==> config.mk <==
export PLATFORM = sky130hd
export DESIGN_NAME = spi_master_arbiter_flat
export DESIGN_NICKNAME = d
export VERILOG_FILES = /design/src/rtl/spi_pkg.sv /design/src/rtl/spi_bus.sv /design/src/rtl/rr_arbiter.sv /design/src/rtl/spi_master_arbiter.sv /design/src/flat_wrapper.sv
export SDC_FILE = /design/constraint.sdc
export NUM_CORES = 1
export LEC_CHECK = 0
export CAP_MARGIN = 0
export CORE_UTILIZATION = 35
export DETAILED_ROUTE_END_ITERATION = 16
export PLACE_DENSITY = 0.57
export SYNTH_ARGS = -nofsm -noshare
export SYNTH_HDL_FRONTEND = slang
export SYNTH_SLANG_ARGS = --single-unit
==> constraint.sdc <==
create_clock -name clk -period 5.4 [get_ports clk]
set_clock_uncertainty 0.1 [all_clocks]
set_input_delay 1.62 -clock clk [delete_from_list [all_inputs] [get_ports clk]]
set_output_delay 1.62 -clock clk [all_outputs]
set_load 0.005 [all_outputs]
==> src/rtl/spi_pkg.sv <==
// Shared types and default parameters for the arbitrated SPI master.
package spi_pkg;

   localparam int   SPI_NUM_REQ_DEF    = 4;
   localparam int   SPI_DATA_WIDTH_DEF = 8;
   localparam int   SPI_CLK_DIV_DEF    = 2;
   localparam logic SPI_IDLE_VAL_DEF   = 1'b1;

   typedef enum logic [2:0] {
      ST_IDLE     = 3'd0,
      ST_SETUP    = 3'd1,
      ST_SHIFT_LO = 3'd2,
      ST_SHIFT_HI = 3'd3,
      ST_HOLD     = 3'd4,
      ST_GAP      = 3'd5
   } spi_mst_state_t;

endpackage

==> src/rtl/spi_bus.sv <==
// SPI bus bundle; Mode 3 (sclk idles high, slave samples on the rising edge).
interface spi_bus;
   logic sclk;
   logic cs_n;
   logic mosi;

   modport master (output sclk, output cs_n, output mosi);
   modport slave  (input  sclk, input  cs_n, input  mosi);
endinterface

==> src/rtl/rr_arbiter.sv <==
// Combinational round-robin picker: searches upward from last_grant+1 with wrap.
module rr_arbiter #(
   parameter  int NUM_REQ = 4,
   localparam int IDX_W   = $clog2(NUM_REQ)
) (
   input  logic [NUM_REQ-1:0] req,
   input  logic [IDX_W-1:0]   last_grant,
   output logic [NUM_REQ-1:0] grant,
   output logic [IDX_W-1:0]   grant_idx,
   output logic               grant_valid
);

   always_comb begin
      int         cand;
      logic [IDX_W-1:0] cand_idx;
      grant       = '0;
      grant_idx   = '0;
      grant_valid = 1'b0;
      cand        = 0;
      cand_idx    = '0;
      for (int i = 1; i <= NUM_REQ; i++) begin
         cand = int'(last_grant) + i;
         if (cand >= NUM_REQ) begin
            cand = cand - NUM_REQ;
         end
         cand_idx = IDX_W'(cand);
         if (!grant_valid && req[cand_idx]) begin
            grant_valid     = 1'b1;
            grant[cand_idx] = 1'b1;
            grant_idx       = cand_idx;
         end
      end
   end

endmodule

==> src/rtl/spi_master_arbiter.sv <==
// Round-robin shared SPI master (Mode 3, MSB first, transmit only).
//
//  state       | meaning
//  ------------+---------------------------------------------------
//  ST_IDLE     | bus idle, grant one requester when any is valid
//  ST_SETUP    | cs_n low, sclk high, before the first bit
//  ST_SHIFT_LO | sclk low, current bit presented on mosi
//  ST_SHIFT_HI | sclk high, slave samples on the rising edge
//  ST_HOLD     | cs_n low after the last bit
//  ST_GAP      | cs_n high inter-frame gap, done on its last cycle
module spi_master_arbiter
   import spi_pkg::*;
#(
   parameter  int   NUM_REQ    = SPI_NUM_REQ_DEF,
   parameter  int   DATA_WIDTH = SPI_DATA_WIDTH_DEF,
   parameter  int   CLK_DIV    = SPI_CLK_DIV_DEF,
   parameter  logic IDLE_VAL   = SPI_IDLE_VAL_DEF,
   localparam int   IDX_W      = $clog2(NUM_REQ)
) (
   input  logic                                 clk,
   input  logic                                 rst,
   input  logic [NUM_REQ-1:0]                   req_valid,
   input  logic [NUM_REQ-1:0][DATA_WIDTH-1:0]   req_data,
   output logic [NUM_REQ-1:0]                   req_ready,
   output logic                                 done,
   output logic [IDX_W-1:0]                     done_id,
   spi_bus.master                               spi_bus_0
);

   localparam int DIV_W = $clog2(CLK_DIV) + 1;
   localparam int BIT_W = $clog2(DATA_WIDTH) + 1;
   localparam logic [DIV_W-1:0] DIV_LOAD = DIV_W'(CLK_DIV - 1);
   localparam logic [BIT_W-1:0] BIT_LOAD = BIT_W'(DATA_WIDTH - 1);

   if (CLK_DIV < 1) begin : g_bad_clk_div
      $error("spi_master_arbiter: CLK_DIV must be at least 1");
   end
   if (DATA_WIDTH < 2) begin : g_bad_data_width
      $error("spi_master_arbiter: DATA_WIDTH must be at least 2");
   end
   if (NUM_REQ < 2 || NUM_REQ > 16) begin : g_bad_num_req
      $error("spi_master_arbiter: NUM_REQ must be in 2..16");
   end

   spi_mst_state_t          state_q, state_d;
   logic [DIV_W-1:0]        div_cnt_q, div_cnt_d;
   logic [BIT_W-1:0]        bit_cnt_q, bit_cnt_d;
   logic [DATA_WIDTH-1:0]   shift_q, shift_d;
   logic [IDX_W-1:0]        grant_idx_q, grant_idx_d;
   logic [IDX_W-1:0]        last_grant_q, last_grant_d;
   logic                    cs_n_q, cs_n_d;
   logic                    sclk_q, sclk_d;
   logic                    mosi_q, mosi_d;

   logic [NUM_REQ-1:0]      arb_grant;
   logic [IDX_W-1:0]        arb_idx;
   logic                    arb_valid;
   logic                    div_tc;

   rr_arbiter #(.NUM_REQ(NUM_REQ)) u_rr_arbiter (
      .req         (req_valid),
      .last_grant  (last_grant_q),
      .grant       (arb_grant),
      .grant_idx   (arb_idx),
      .grant_valid (arb_valid)
   );

   assign div_tc = (div_cnt_q == '0);

   always_comb begin
      state_d      = state_q;
      div_cnt_d    = div_cnt_q;
      bit_cnt_d    = bit_cnt_q;
      shift_d      = shift_q;
      grant_idx_d  = grant_idx_q;
      last_grant_d = last_grant_q;

      if (state_q != ST_IDLE && !div_tc) begin
         div_cnt_d = div_cnt_q - DIV_W'(1);
      end

      case (state_q)
         ST_IDLE: begin
            if (arb_valid) begin
               state_d      = ST_SETUP;
               div_cnt_d    = DIV_LOAD;
               bit_cnt_d    = BIT_LOAD;
               shift_d      = req_data[arb_idx];
               grant_idx_d  = arb_idx;
               last_grant_d = arb_idx;
            end
         end
         ST_SETUP: begin
            if (div_tc) begin
               state_d   = ST_SHIFT_LO;
               div_cnt_d = DIV_LOAD;
            end
         end
         ST_SHIFT_LO: begin
            if (div_tc) begin
               state_d   = ST_SHIFT_HI;
               div_cnt_d = DIV_LOAD;
            end
         end
         ST_SHIFT_HI: begin
            if (div_tc) begin
               div_cnt_d = DIV_LOAD;
               if (bit_cnt_q == '0) begin
                  state_d = ST_HOLD;
               end else begin
                  state_d   = ST_SHIFT_LO;
                  bit_cnt_d = bit_cnt_q - BIT_W'(1);
                  shift_d   = {shift_q[DATA_WIDTH-2:0], IDLE_VAL};
               end
            end
         end
         ST_HOLD: begin
            if (div_tc) begin
               state_d   = ST_GAP;
               div_cnt_d = DIV_LOAD;
            end
         end
         ST_GAP: begin
            if (div_tc) begin
               state_d = ST_IDLE;
            end
         end
         default: state_d = ST_IDLE;
      endcase
   end

   // Pin levels follow the next state so they change on the same edge as the FSM.
   always_comb begin
      cs_n_d = !(state_d inside {ST_SETUP, ST_SHIFT_LO, ST_SHIFT_HI, ST_HOLD});
      sclk_d = (state_d != ST_SHIFT_LO);
      mosi_d = (state_d == ST_SHIFT_LO || state_d == ST_SHIFT_HI) ?
               shift_d[DATA_WIDTH-1] : IDLE_VAL;
   end

   always_ff @(posedge clk or posedge rst) begin
      if (rst) begin
         state_q      <= ST_IDLE;
         div_cnt_q    <= '0;
         bit_cnt_q    <= '0;
         shift_q      <= '0;
         grant_idx_q  <= '0;
         last_grant_q <= IDX_W'(NUM_REQ - 1);
         cs_n_q       <= 1'b1;
         sclk_q       <= 1'b1;
         mosi_q       <= IDLE_VAL;
      end else begin
         state_q      <= state_d;
         div_cnt_q    <= div_cnt_d;
         bit_cnt_q    <= bit_cnt_d;
         shift_q      <= shift_d;
         grant_idx_q  <= grant_idx_d;
         last_grant_q <= last_grant_d;
         cs_n_q       <= cs_n_d;
         sclk_q       <= sclk_d;
         mosi_q       <= mosi_d;
      end
   end

   assign req_ready = (state_q == ST_IDLE && !rst) ? arb_grant : '0;
   assign done      = (state_q == ST_GAP) && div_tc;
   assign done_id   = grant_idx_q;

   assign spi_bus_0.sclk = sclk_q;
   assign spi_bus_0.cs_n = cs_n_q;
   assign spi_bus_0.mosi = mosi_q;

endmodule
==> src/flat_wrapper.sv <==
// flat-port wrapper written by rule: the top's interface ports become plain ports
module spi_master_arbiter_flat import spi_pkg::*;
#(
   parameter  int   NUM_REQ    = SPI_NUM_REQ_DEF,
   parameter  int   DATA_WIDTH = SPI_DATA_WIDTH_DEF,
   parameter  int   CLK_DIV    = SPI_CLK_DIV_DEF,
   parameter  logic IDLE_VAL   = SPI_IDLE_VAL_DEF,
   localparam int   IDX_W      = $clog2(NUM_REQ)
)
  (clk, rst, req_valid, req_data, req_ready, done, done_id, spi_bus_0_sclk, spi_bus_0_cs_n, spi_bus_0_mosi);
  spi_bus spi_bus_0_i ();
  input  logic clk;
  input  logic rst;
  input  logic [NUM_REQ-1:0] req_valid;
  input  logic [NUM_REQ-1:0][DATA_WIDTH-1:0] req_data;
  output logic [NUM_REQ-1:0] req_ready;
  output logic done;
  output logic [IDX_W-1:0] done_id;
  output wire logic [$bits(spi_bus_0_i.sclk)-1:0] spi_bus_0_sclk;
  output wire logic [$bits(spi_bus_0_i.cs_n)-1:0] spi_bus_0_cs_n;
  output wire logic [$bits(spi_bus_0_i.mosi)-1:0] spi_bus_0_mosi;
  assign spi_bus_0_sclk = spi_bus_0_i.sclk;
  assign spi_bus_0_cs_n = spi_bus_0_i.cs_n;
  assign spi_bus_0_mosi = spi_bus_0_i.mosi;
  spi_master_arbiter #(.NUM_REQ(NUM_REQ), .DATA_WIDTH(DATA_WIDTH), .CLK_DIV(CLK_DIV), .IDLE_VAL(IDLE_VAL)) u_core (.clk(clk), .rst(rst), .req_valid(req_valid), .req_data(req_data), .req_ready(req_ready), .done(done), .done_id(done_id), .spi_bus_0(spi_bus_0_i));
endmodule
==> metrics.txt <==
run status finished clean; GPL Wtd Cong 0.738; CP Max Fanout 4; CTS Buffer Depth 2; fmax 0.190 GHz; initial drt markers 125; fraction of layout cells with a size suffix above 1 15.6%; RSZ-0062 raised after global routing no; hold-fix buffers at CTS 0; Async S/R FF share, synth 100%; Avg Synthesized Cell Area 8.79 sq um; vias in the first global route 1,668; worst min path class reg2reg; Tot Pwr 1.22 mW; crit end category output pin; H-tree depth 1; final instance area 0.00258 sq mm; dpl hpwl 3.42 mm; fin nets 317; clk_lat worst skew 260 ps; CTS root buffer clkbuf_8; Most used DFF post-synth dfrtp_1; io pins 48; setup slack after placement -85.7 ps; largest net degree at the start of global routing 25; total CTS buffers 3; Slowest-stage cell, CP mux4_2; share of the synthesized area in the top cell type 25.2%; Syn Nets 261; Post-synth EDFFs 0; kind of critical path in2out; initial antenna violation count 0; remaining antenna violation count 0; Crit path top cell by count buf_4; Critical Path RT 3680 ps; Seq cells post-synth 24; Worst Path Arrival 3550 ps; Initial Utilization 36.8%; max-slew violations 0; peak supply drop 0.159 mV; maxcap violations 0; Finish-stage setup viols 0; Synth warnings 0; Vias/cell 5.31; number of I/O port buffers 47; row cnt 26; DRT Pass-1 Iters 4; gr ovfl total 0; number of remaining DRC errors 0; Synth cell types 51; cells taking the most area after synthesis dfrtp_1 (25%), dfstp_2 (7.0%), mux2i_1 (6.9%), ha_1 (5.3%), a22oi_1 (4.8%); Vias 1,805; wire per inst 13.0 um; PD cells 475 mW/mm^2; CP Buf/Inv Count 4; Pleak 1.07 nW; utilization after layout 50.1%; critical path's top delay family buffers and inverters; Rel. slew slack 48.8%; Sink Count 24; Final Hold Viols 0; synthesis-to-layout area growth 36.4%; detailed-route wire length 4.44 mm; CTS tree done; DIE AREA 0.00570 sq mm; worst-path cell chain dlygate4sd2_1 > buf_4 > mux4_2 > nand2b_4 > nor3_1 > buf_4 > a221oi_1 > nor2_1 > clkdlybuf4s50_1; Core Region 0.00514 sq mm; die width 75.5 um; Final WS setup 135 ps; Synth Cell Area 0.00189 sq mm; Slew @ Worst Pin 766 ps; gr usage total 17.3%; post-layout min period 5270 ps; Hold Slack 398 ps; final period utilization 97.5%; CTS clock-pin slew for the worst setup and hold paths 80 ps; DP Area 0.00251 sq mm; first-pass GRT wire length 7.54 mm; Crit path largest cell delay 470 ps; Post-Syn Instances 215; chip height 75.5 um; Critical Path Source Type input pin; filler instances 539; Seq/Total Area, Yosys 32.1%; # diodes 0; post-synth top area cell dfrtp_1
## cells in the final DEF (no fill, tap or decap), types with 3 or more instances in the layout
master and count:
mux2i_1 13, nand2_1 17, dlygate4sd2_1 5, dfrtp_1 19, o221ai_1 7, mux4_2 3, inv_1 8, ha_1 8
clkbuf_8 4, o211ai_1 7, a21oi_1 10, nor2b_1 3, nor3_1 6, buf_4 19, a31oi_1 7, nor2_1 22
clkdlybuf4s50_1 42, dfstp_2 5, a22oi_1 12, o21ai_0 13, or3_1 3
## flip-flops by register name (all words and copies together), names as in the netlist
signal / count
u_core.bit_cnt_q: 4
u_core.div_cnt_q: 2
u_core.done_id: 2
u_core.last_grant_q: 2
u_core.shift_q: 8
u_core.spi_bus_0.cs_n: 1
u_core.spi_bus_0.mosi: 1
u_core.spi_bus_0.sclk: 1
u_core.state_q: 3
## worst reg2reg max path, stage by stage, from the launching register on
cell      delay [ps]
dfstp_2          800
inv_1            110
ha_1             400
mux4_2           330
and2b_2          240
buf_4            130
buf_4            130
nor2_2           430
a21boi_1         370
nor2b_1          230
o311ai_1         250
## repair_timing
item,CTS,global route
resized for setup,7,1
pin swaps,0,0
cloned,0,0
buffers inserted,1,0
endpoints found under the setup margin,4,1
## power by group
part | leakage (nW) | switching [mW] | total (mW) | internal, mW
sequential | 0.277 | 0.0809 | 0.347 | 0.266
combinational | 0.763 | 0.381 | 0.755 | 0.374
clock | 0.0288 | 0.0575 | 0.123 | 0.0651
## stage by stage
| step | instances | setup TNS, ps |
|---|---|---|
| global placement | 335 | -184 |
| detailed placement | 335 | -312 |
| global route | 340 | 0 |
| floorplan | 215 | 0 |
| finish | 340 | 0 |
| CTS | 340 | 0 |
## logic make-up after synthesis
group,synth area share (%)
AOI/OAI and AO/OA,26.6
DFF,32.1
buffers and inverters,5.89
muxes,11.7
xor gates and xnor gates,0.927
adders and majority gates,5.30
and+or+nand+nor,17.6
## synth_stat cells, types with 2 or more instances
| cell | count |
|---|---|
| nor3_1 | 6 |
| nor2_1 | 22 |
| or3_1 | 3 |
| o21ai_0 | 13 |
| ha_1 | 8 |
| nand3_1 | 2 |
| clkbuf_1 | 9 |
| a22oi_1 | 12 |
| mux2i_1 | 13 |
| a21oi_1 | 10 |
| o21ai_1 | 2 |
| o211ai_1 | 7 |
| nor3b_1 | 2 |
| o221ai_1 | 7 |
| mux2_2 | 2 |
| nor2b_1 | 3 |
| buf_6 | 2 |
| mux4_2 | 3 |
| nand2_1 | 17 |
| a31oi_1 | 7 |
| dfrtp_1 | 19 |
| a221oi_1 | 4 |
| dfstp_2 | 5 |
| inv_1 | 8 |
| buf_4 | 2 |
| o31ai_1 | 2 |
## final timing paths
kind	startpoint	end	slack [ps]	depth (start not counted)
max	req_valid[1]	req_ready[3]	130	9
min	u_core.div_cnt_q[1]$_DFF_PP0_	u_core.div_cnt_q[1]$_DFF_PP0_	400	2
max reg2reg	u_core.last_grant_q[0]$_DFFE_PP1P_	u_core.shift_q[0]$_DFFE_PP0P_	1790	10
min reg2reg	u_core.div_cnt_q[1]$_DFF_PP0_	u_core.div_cnt_q[1]$_DFF_PP0_	400	2
max in group asynchronous	rst	u_core.last_grant_q[0]$_DFFE_PP1P_	3290	3
min in group asynchronous	rst	u_core.div_cnt_q[1]$_DFF_PP0_	1620	3
## per-layer routing
metal | vias to the layer above | track usage, % | share of wire, %
met4 | 0 | 1.85 | 0
li1 | 919 | - | -
met1 | 834 | 22.1 | 46
met5 | - | 0 | 0
met2 | 52 | 30.9 | 49
met3 | 0 | 3.84 | 4.6
## layout make-up
| type | instances | area [sq um] | area share [%] |
|---|---|---|---|
| repair buffers | 66 | 607 | 23.5 |
| flip-flops and latches | 24 | 607 | 23.5 |
| multi-input cells | 168 | 1190 | 46.2 |
| clock buffers | 4 | 55.1 | 2.14 |
| inverters | 8 | 30.0 | 1.17 |
| well taps | 70 | 87.6 | 3.40 |
Note: power is estimated with default switching activity, not from simulation.
==> variant: new RTL, same flow settings <==
The package constant `SPI_NUM_REQ_DEF` goes from 4 to 2.
--- a/src/rtl/spi_pkg.sv
+++ b/src/rtl/spi_pkg.sv
@@ -1,7 +1,7 @@
 // Shared types and default parameters for the arbitrated SPI master.
 package spi_pkg;
 
-   localparam int   SPI_NUM_REQ_DEF    = 4;
+   localparam int   SPI_NUM_REQ_DEF    = 2;
    localparam int   SPI_DATA_WIDTH_DEF = 8;
    localparam int   SPI_CLK_DIV_DEF    = 2;
    localparam logic SPI_IDLE_VAL_DEF   = 1'b1;
Ports: changed (resized done_id, req_data, req_ready and req_valid); port bits go from 48 to 27. The function was not compared with the original's and may differ.
==> variant against the unedited design <==
Setup slack better by 420 ps. Area after synthesis down 30%. Total power down 36%. Cell count down 41%. Register-to-register slack better by 1500 ps. Sequential power down 14%. Sequential share of layout area up 11 points. Global-route usage down 2.7 points. Wire length down 38%. Count of clock-buffer cells in the layout down 1. Hold slack worse by 13 ps. Final area down 37%. Maximum frequency up 8.7%. Sequential cell count down 2. Critical endpoint is now req_ready[1].
==> variant: results (changes against the unedited design) <==
Hold path
  – Hold Path Origin: u_core.done_id

Synthesis
  – Post-synthesis instance total: 134 (-38%)
  – Ranking of synthesized cells by area: dfrtp_1 (34%), dfstp_2 (8.0%), nand2_1 (5.1%)
  – Mux cell area share after synthesis: 0.04658 (-0.06998)
  – Commonest cells in the netlist: dfrtp_1 (18), nand2_1 (18), a21oi_1 (9)
  – Compound-Gate Fraction of Synth Area: 0.2310 (-0.03457)
  – Syn nets: 157 (-40%)
  – Post-Synth Adder-Cell Area: 0.02852 (-0.02446)

Worst setup path
  – Critical Path AT: 3120 ps (-430 ps)
  – Reg2reg start: u_core.bit_cnt_q[0]

Pwr
  – Static leakage: 0.6842 nW (-36%)
  – Max VDD drop: 0.0001923 V (+21%)

Placed design
  – Placement Setup Slack: 569.5 ps (+655.2 ps)
  – Post-place instance area: 1555 um^2 (-38%)
  – Hpwl dp: 2009 um (-41%)
  – Port buffer count: 26 (-45%)

Detailed routing
  – Per-cell routed wire length: 13.83 um (+6.0%)
  – Initial DRC Count: 20 (-84%)

Layout
  – Final nets: 178 (-44%)
  – # fillers: 356 (-34%)

Global routing
  – First-pass GRT wire length: 4712 um (-38%)
  – Pin count of the biggest net entering global routing: 23 (-8.0%)
  – Tot GR Track Use: 0.1460 (-0.02671)

Run status
  – Status: finished clean

Timing
  – Rel. slew slack: 0.4349 (-0.05309)

Clock network
  – Post-CTS Resized: 0 (-7)
  – Postcts setup bufs: 0 (-1)
[variant: cell types whose count changed in the layout (fill, tap and decap cells not counted), moves of 5 or more]
cell,unedited run,this run
a22oi_1,12,2
nor2_1,22,4
ha_1,8,3
o221ai_1,7,1
a31oi_1,7,1
a221o_1,0,6
o211ai_1,7,1
buf_4,19,0
o21ai_0,13,7
dlygate4sd2_1,5,0
mux2i_1,13,5
clkdlybuf4s50_1,42,26
[variant: final timing paths]
kind	end	slack (ps)	cells after the start
min in group asynchronous	u_core.shift_q[6]	1780	2
setup reg to reg	u_core.shift_q[0]	3250	5
hold reg to reg	u_core.done_id	390	1
setup / recovery	req_ready[1]	560	4
hold / removal	u_core.done_id	390	1
max in group asynchronous	u_core.done_id	2900	2
[variant: logic make-up (layout without fill, tap and decap cells)]
logic type / count (synthesis) / count (layout)
compound gates: 40 / 40
buf+inv: 18 / 38
mux: 6 / 6
fa+ha+maj: 3 / 3
simple gates: 45 / 45
flops: 22 / 22
[variant: layout make-up]
cell class | count | area (um^2) | share of cell area
tap | 46 | 57.56 | 0.03538
timing repair buffer | 26 | 260.3 | 0.1600
inverter | 8 | 30.03 | 0.01846
clock buffer | 3 | 41.29 | 0.02538
sequential | 22 | 555.5 | 0.3415
multi-input combinational | 94 | 651.9 | 0.4008
clock inverter | 1 | 30.03 | 0.01846
[variant: worst max-delay path: stages]
cell and delay (ps):
clkdlybuf4s50_1 500, a21bo_2 320, nor3_1 160, clkdlybuf4s50_1 530
[variant: report_power, final]
part           internal (mW)  switching (mW)  total (mW)  leakage (nW)
clock                 0.0991          0.0558       0.155        0.0357
combinational          0.166           0.160       0.327         0.385
sequential             0.241          0.0587       0.300         0.264
[variant: routing by layer]
metal  vias to the layer above  GRT usage  part of all wire
li1                        527          -                 -
met3                         3    0.03804             0.029
met1                       504     0.2005              0.48
met2                        17     0.2274              0.48
met4                         0    0.03409            0.0051
met5                         -          0                 0
